### src/rtl/mod1481_pkg.sv
// Shared constants for the mod-1481 datapath (Barrett stage and accumulator).
// Provides Q, W, 2Q and the accumulator FSM state type.
package mod1481_pkg;

   localparam int unsigned Q  = 1481;
   localparam int unsigned W  = 11;
   localparam int unsigned Q2 = 2 * Q;

   typedef enum logic {
      ACC  = 1'b0,
      HOLD = 1'b1
   } state_t;

endpackage

### src/rtl/mod_add_1481.sv
// Combinational modular add: s = (a + x) mod Q.
// Ports: a (canonical, 0..Q-1), x (any W-bit value), s (canonical result).
module mod_add_1481
   import mod1481_pkg::*;
(
   input  logic [W-1:0] a,
   input  logic [W-1:0] x,
   output logic [W-1:0] s
);

   localparam logic [W:0] Q_S  = (W+1)'(Q);
   localparam logic [W:0] Q2_S = (W+1)'(Q2);

   logic [W:0] sum;

   // a < Q and x < 2^W keep the sum below 3Q, so at most
   // one of the two subtractions is ever needed.
   always_comb begin
      sum = {1'b0, a} + {1'b0, x};
      if (sum >= Q2_S) begin
         s = W'(sum - Q2_S);
      end else if (sum >= Q_S) begin
         s = W'(sum - Q_S);
      end else begin
         s = W'(sum);
      end
   end

endmodule

### src/rtl/mod_acc_1481.sv
// Streaming frame accumulator: sums FRAME_LEN residues modulo Q.
// Ports: clk, rst (async high); in_valid/in_ready/din_r input stream;
// out_valid/out_ready/dout_sum output, one canonical sum per frame.
module mod_acc_1481
   import mod1481_pkg::*;
#(
   parameter int unsigned FRAME_LEN = 256,
   parameter int unsigned CNT_W     = 8
)(
   input  logic         clk,
   input  logic         rst,
   input  logic         in_valid,
   output logic         in_ready,
   input  logic [W-1:0] din_r,
   output logic         out_valid,
   input  logic         out_ready,
   output logic [W-1:0] dout_sum
);

   localparam logic [CNT_W-1:0] LAST = CNT_W'(FRAME_LEN - 1);

   state_t           state_q;
   state_t           state_d;
   logic [W-1:0]     acc_q;
   logic [W-1:0]     sum_q;
   logic [W-1:0]     sum_w;
   logic [CNT_W-1:0] cnt_q;
   logic             beat;
   logic             last_beat;

   mod_add_1481 u_add (
      .a (acc_q),
      .x (din_r),
      .s (sum_w)
   );

   assign beat      = in_valid & in_ready;
   assign last_beat = beat & (cnt_q == LAST);
   assign dout_sum  = sum_q;

   always_ff @(posedge clk or posedge rst) begin
      if (rst) begin
         state_q <= ACC;
      end else begin
         state_q <= state_d;
      end
   end

   // Handshake outputs are pure state decodes, so out_ready
   // never reaches in_ready combinationally.
   always_comb begin
      state_d   = state_q;
      in_ready  = 1'b0;
      out_valid = 1'b0;
      unique case (state_q)
         ACC: begin
            in_ready = 1'b1;
            if (last_beat) begin
               state_d = HOLD;
            end
         end
         HOLD: begin
            out_valid = 1'b1;
            if (out_ready) begin
               state_d = ACC;
            end
         end
         default: state_d = ACC;
      endcase
   end

   always_ff @(posedge clk or posedge rst) begin
      if (rst) begin
         acc_q <= '0;
         cnt_q <= '0;
         sum_q <= '0;
      end else if (beat) begin
         if (cnt_q == LAST) begin
            acc_q <= '0;
            cnt_q <= '0;
            sum_q <= sum_w;
         end else begin
            acc_q <= sum_w;
            cnt_q <= cnt_q + CNT_W'(1);
         end
      end
   end

endmodule

### config.mk
export PLATFORM = sky130hd
export DESIGN_NAME = mod_acc_1481
export DESIGN_NICKNAME = d
export VERILOG_FILES = /design/src/rtl/mod1481_pkg.sv /design/src/rtl/mod_add_1481.sv /design/src/rtl/mod_acc_1481.sv
export SDC_FILE = /design/constraint.sdc
export NUM_CORES = 1
export LEC_CHECK = 0
export CAP_MARGIN = 20
export CORE_MARGIN = 8
export CORE_UTILIZATION = 35
export CTS_CLUSTER_DIAMETER = 60
export DETAILED_ROUTE_END_ITERATION = 12
export PLACE_DENSITY = 0.59
export SLEW_MARGIN = 10
export SYNTH_ARGS = -nofsm -noshare
export SYNTH_HDL_FRONTEND = slang
export SYNTH_HIERARCHICAL = 1
export SYNTH_SLANG_ARGS = --single-unit
### constraint.sdc
create_clock -name clk -period 3.3 [get_ports clk]
set_clock_uncertainty 0.15 [all_clocks]
set_input_delay 0.66 -clock clk [delete_from_list [all_inputs] [get_ports clk]]
set_output_delay 0.66 -clock clk [all_outputs]
set_load 0.01 [all_outputs]
==> results.cfg <==
[sta]
grt_setup_unrepaired = yes
final_max_slew_viol_count = 0
setup_viol = 7
setup_ws_ns = -0.0795
relSlewSlack = 0.333
worst_slew_pin_slew_ns = 0.995
fin_tns_setup_ns = -0.266
finalHoldViolations = 0
period_needed_ns = 3.38
fin_crit_sh = 1.02
fmax_mhz = 296

[synth]
synth_cells = 274
synth_edf_count = 0
synth.avg_cell_area_um2 = 9.59
ys_types = 65
synth_warnings = 6
synth_common_cells = nand2_1 (43), dfrtp_1 (31), ha_1 (17), o21ai_0 (17), xnor2_1 (13)
ys_async_sr_fraction = 1.00
synth_area_um2 = 2630
synth_area_leaders = dfrtp_1 (30%), ha_1 (8.1%), nand2_1 (6.1%)
yosys.area.top_type = dfrtp_1
synth-main-ff-cell = dfrtp_1
yosysTopAreaCellShare = 0.295
synth-seq-area-share = 0.295
yosysMostFrequentCell = nand2_1
synthesis.nets = 307
ys_ff_latch = 31

[drt]
drc = 0
drtPass1Iterations = 4
drt_iter0_markers = 82
vias_per_cell = 5.05
ant_nets = 0
wl_per_cell_um = 15.2
vias = 2347
routed_wirelength_mm = 7.06

[die]
io_pins = 28
core_area_um2 = 7250
num_rows = 31
dieWidth_um = 103
die_area_um2 = 10500
start_util = 0.362
die_h_um = 103

[hold_path]
worstHoldPathType = reg -> reg

[outcome]
status = complete, but fails checks
violations = negative setup slack

[critical_path]
cp-start-kind = input port
crit_chain = buf_6 > ha_4 > fa_2 > a21o_1 > a21oi_2 > xnor2_2 > o31a_1 > o311ai_2 > buf_4 > o31ai_4 > buf_6 > buf_12 > a22oi_2 > xnor2_2 > mux2_4
slowest_stage = fa_2
crit_path_max_fanout = 5
path_class = in -> reg
critPathBufInv = 4
worst_ep_required_time_ns = 3.32
worst_path_largest_cell_delay_ns = 0.42
end_kind = flop
cpLargestDelayFamily = compound AO/OA/AOI/OAI gates
arrival_ns = 3.40

[layout]
drive_gt1_frac = 0.443
antennaDiodeCount = 0
stdcell_count = 465
syn_to_final_growth_pct = 50.0
final_core_util = 0.543
nets = 398

[cts]
clock-sinks = 31
clk_pin_slew_ns = 0.07
hold_buffers = 0
numCtsBuffers = 5
clock_latency_ns = 0.28
cts.htree.levels = 2
cts_buffer_depth = 2
cts_tree = done
root_buffer = clkbuf_8

[global_routing]
grt_pass1_vias = 2482
antenna_found_initial = 0
grt_usage = 0.139
grt_max_degree = 32
overflow = 0
grt_pass1_wl_mm = 11.6

[placed_design]
portBuffers = 27
dpl.cell_count = 448
dp_hpwl_mm = 5.00
gp_congestion = 0.858

[job]
cap_violations = 0
[final cells by class]
cell class,instances,area [um^2]
tap,99,124
clock buffer,8,100
inverter,11,43.8
timing repair buffer,95,830
multi-input combinational,221,2070
sequential,31,776
fill,674,3310
[layout by cell type (no fill, tap or decap), drive strengths merged, types with 6 or more instances in the layout]
cell	instances
a21o	6
a21oi	12
a22oi	6
buf	70
clkbuf	8
clkdlybuf4s50	19
dfrtp	31
ha	17
inv	11
mux2	11
nand2	45
nand2b	7
nor2	11
nor3	6
o21ai	21
xnor2	19
[metal layers]
layer	GRT usage	vias to the layer above	share of wire
met5	0	-	0
met4	0.0553	0	0.022
met3	0.0257	12	0.030
met2	0.245	35	0.49
li1	-	1164	-
met1	0.163	1136	0.45
[state kept, by name, summed over array words and instances, names as in the netlist]
signal and count:
acc_q 11, state_q 1, cnt_q 8, dout_sum 11
[worst register-to-register path: cells and delay by family, from the launching register on]
family	cells	cell delay (ns)
AOI/OAI and AO/OA	6	1.02
xor gates and xnor gates	2	0.31
adders and majority gates	2	0.59
buffers and inverters	3	0.45
DFF	1	0.40
muxes	1	0.28
[cell families after synthesis]
family,share of synthesized area
fa+ha+maj,0.0886
flops,0.295
compound gates,0.229
buf+inv,0.0519
simple gates,0.182
xor+xnor,0.0871
mux,0.0662
[metrics by stage]
stage	hold WS [ns]	area, um^2	worst slack, ns
2_1_floorplan	0.306	2660	-0.221
3_3_place_gp	0.335	3420	-0.726
3_5_place_dp	0.346	3420	-0.810
4_1_cts	0.365	3810	-0.0329
5_1_grt	0.377	3940	-0.153
6_report	0.360	3940	-0.0795
[timing repair]
action | 4_1_cts | 5_1_grt
cloned | 1 | 0
pin swaps | 33 | 24
gates resized for setup | 43 | 30
setup endpoints to repair | 22 | 22
setup buffers | 10 | 1
[worst paths after layout]
kind                       slack, ns  cells after the start                      from                  endpoint
setup / recovery               -0.08                     15                  din_r[0]   dout_sum[3]$_DFFE_PP0P_
hold / removal                  0.36                      1  dout_sum[10]$_DFFE_PP0P_  dout_sum[10]$_DFFE_PP0P_
setup reg to reg               -0.03                     14      acc_q[0]$_DFFE_PP0P_   dout_sum[3]$_DFFE_PP0P_
hold reg to reg                 0.36                      1  dout_sum[10]$_DFFE_PP0P_  dout_sum[10]$_DFFE_PP0P_
max in group asynchronous       2.08                      3                       rst      acc_q[1]$_DFFE_PP0P_
min in group asynchronous       0.62                      3                       rst  dout_sum[10]$_DFFE_PP0P_
Power is not shown: default switching activity piles up to over one toggle a cycle in this logic, so the estimate is an artifact.
==> variant: new RTL, same settings <==
Set the parameter `FRAME_LEN` to 192 (it was 256).
--- a/src/rtl/mod_acc_1481.sv
+++ b/src/rtl/mod_acc_1481.sv
@@ -4,7 +4,7 @@
 module mod_acc_1481
    import mod1481_pkg::*;
 #(
-   parameter int unsigned FRAME_LEN = 256,
+   parameter int unsigned FRAME_LEN = 192,
    parameter int unsigned CNT_W     = 8
 )(
    input  logic         clk,
Behaviour: no difference found for any inputs over 10 cycles, from zero or initial values and one cycle with rst high; that may be too few to reach the edited logic, so the function may still have changed.
==> variant against the original RTL <==
Critical path depth stayed put. Synthesized cell count shrank 0.36%. Setup slack better by 83 ps. Routed wire length down 4.0%. Sequential share of layout area up 0.31 points. Sequential cell count did not move. Synthesized area shrank 0.19%. Final area is 1.6% lower. Core utilization shrank 0.85 points. Register-to-register slack improved by 80 ps. Via count down 0.34%. First-iteration DRC count fell by 35%. Die area decreased by 0.17%.
Power is left out: the tool's default activity adds up to more than one toggle a clock period on the data nets, which glitch-free logic cannot reach.
==> variant: results (changes against the original RTL) <==
<table>
<tr><th>Metric</th><th>Value</th></tr>
<tr><th colspan="2">Detailed routing</th></tr>
<tr><td>Routed via count divided by cell count</td><td>5.02 (-0.55%)</td></tr>
<tr><td>DRT Wirelength</td><td>6780 um (-4.0%)</td></tr>
<tr><td>Starting DRT DRC Count</td><td>53 (-35%)</td></tr>
<tr><td>Post-detailed-route wirelength per cell</td><td>14.5 um (-4.2%)</td></tr>
<tr><th colspan="2">Critical path</th></tr>
<tr><td>Max FO, Critical Path</td><td>4 (-1)</td></tr>
<tr><td>Arrival time reported for the critical path endpoint</td><td>3310 ps (-90 ps)</td></tr>
<tr><td>CP Capture Point</td><td>dout_sum[5]</td></tr>
<tr><td>Reg-to-reg slack, setup</td><td>50 ps (+80 ps)</td></tr>
<tr><th colspan="2">Synth</th></tr>
<tr><td>Synth Instances</td><td>273 (-0.36%)</td></tr>
<tr><td>Portion of the post-synthesis area used by sequential elements</td><td>0.296 (+0.000563)</td></tr>
<tr><td>Number of distinct standard cells referenced by the synthesized netlist</td><td>67 (+3.1%)</td></tr>
<tr><td>Nets in the synthesized netlist</td><td>306 (-0.33%)</td></tr>
<tr><td>EDFF count, synth</td><td>0 (unchanged)</td></tr>
<tr><td>Top area cells in the synthesized netlist</td><td>dfrtp_1 30%, ha_1 8.1%, nand2_1 6.2%</td></tr>
<tr><td>Commonest cells post-synth</td><td>43 x nand2_1, 31 x dfrtp_1, 17 x ha_1, 16 x o21ai_0, 12 x xnor2_1</td></tr>
<tr><td>Proportion of register bits with asynchronous set or reset after synthesis</td><td>1.00 (unchanged)</td></tr>
<tr><th colspan="2">Placement</th></tr>
<tr><td>Area post-placement</td><td>3480 um^2 (+1.9%)</td></tr>
<tr><td>Placed cells</td><td>456 (+1.8%)</td></tr>
<tr><td>DPL Wire Length</td><td>5150 um (+3.0%)</td></tr>
<tr><td>RD Place Congestion</td><td>0.833 (-2.9%)</td></tr>
<tr><th colspan="2">Finish</th></tr>
<tr><td># nets final</td><td>399 (+0.25%)</td></tr>
<tr><td>Share of post-route cells with drive strength above 1</td><td>0.422 (-0.0203)</td></tr>
<tr><th colspan="2">Timing</th></tr>
<tr><td>Worst slew pin tran</td><td>881 ps (-114 ps)</td></tr>
<tr><th colspan="2">Global routing</th></tr>
<tr><td>Met1 capacity usage during global routing</td><td>0.170 (+0.00645)</td></tr>
<tr><td>GR Util met2</td><td>0.223 (-0.0220)</td></tr>
<tr><td>Number of global-route vias before repair</td><td>2300 (-7.3%)</td></tr>
<tr><td>Largest net degree at the start of global routing</td><td>32 (unchanged)</td></tr>
<tr><td>Met3 usage</td><td>0.0243 (-0.00135)</td></tr>
<tr><td>Global-route wire length before repair</td><td>11100 um (-4.5%)</td></tr>
<tr><td>GRT Util Overall</td><td>0.132 (-0.00726)</td></tr>
<tr><th colspan="2">Clock network</th></tr>
<tr><td>Total CTS buffers</td><td>5 (unchanged)</td></tr>
<tr><th colspan="2">Status</th></tr>
<tr><td>Result of the run</td><td>finished clean</td></tr>
</table>
## variant: cell count changes after synthesis, moves of 2 or more
| cell | unedited run | this run |
|---|---|---|
| nand2b_1 | 7 | 9 |
| or4_1 | 0 | 2 |
| clkbuf_1 | 4 | 0 |
| a21oi_1 | 9 | 11 |
| o211ai_1 | 2 | 4 |
| buf_2 | 0 | 2 |
## variant: routing by layer
metal	wire (um)	vias to the layer above	part of all wire
met5	0	-	0
met4	68	0	0.010
met3	209	6	0.031
met2	3290	32	0.49
met1	3210	1128	0.47
li1	-	1173	-
## variant: worst min path at each step
stage                 startpoint            to  slack, ps  cells past startpoint
finish              dout_sum[10]  dout_sum[10]        360                      1
global route         dout_sum[2]   dout_sum[2]        390                      1
CTS                    acc_q[10]     acc_q[10]        370                      2
detailed placement   dout_sum[0]   dout_sum[0]        340                      1
global placement       acc_q[10]     acc_q[10]        330                      2
floorplan              acc_q[10]     acc_q[10]        310                      2
## variant: per-stage QoR
step / TNS, ps / setup slack (ps) / hold WS (ps)
4_1_cts: 0 / 2.70 / 367
3_5_place_dp: -13310 / -686 / 344
6_report: 0 / 3.54 / 362
5_1_grt: -262 / -63.1 / 391
3_3_place_gp: -12230 / -615 / 330
2_1_floorplan: -2030 / -211 / 306
## variant: area by class of cell
type                            instances  area [um^2]
Sequential cell                        31          776
Clock buffer                            6         82.6
Inverter                               11         41.3
Timing Repair Buffer                   95          791
Fill cell                             691         3370
Tap cell                               99          124
Multi-Input combinational cell        222         2030
Clock inverter                          2         35.0
## variant: cells by family (layout without fill, tap and decap cells)
family	Yosys count	count (layout)	share of synthesized area
AND/OR/NAND/NOR	93	93	0.188
AO/OA/AOI/OAI	78	78	0.236
flip-flops	31	31	0.296
XOR/XNOR	20	20	0.0840
buffers and inverters	20	114	0.0415
adder cells (fa/ha/maj)	18	18	0.0887
multiplexers	13	13	0.0663
## variant: timing repair
action	in CTS	in global routing
buffers inserted	1	1
endpoints found under the hold margin	0	0
gates resized for setup	31	28
setup endpoints to repair	22	21
pin swaps	21	18
## variant: worst max-delay path, cell delays in order
cell and delay (ps):
buf_6 100, ha_4 150, fa_2 390, a21o_1 200
buf_4 140, a211oi_2 210, o211a_1 210, o22ai_1 90
nand2_1 130, o21ai_1 70, a22o_1 280, buf_6 150
a22oi_2 180, xnor2_2 100, mux2_4 260
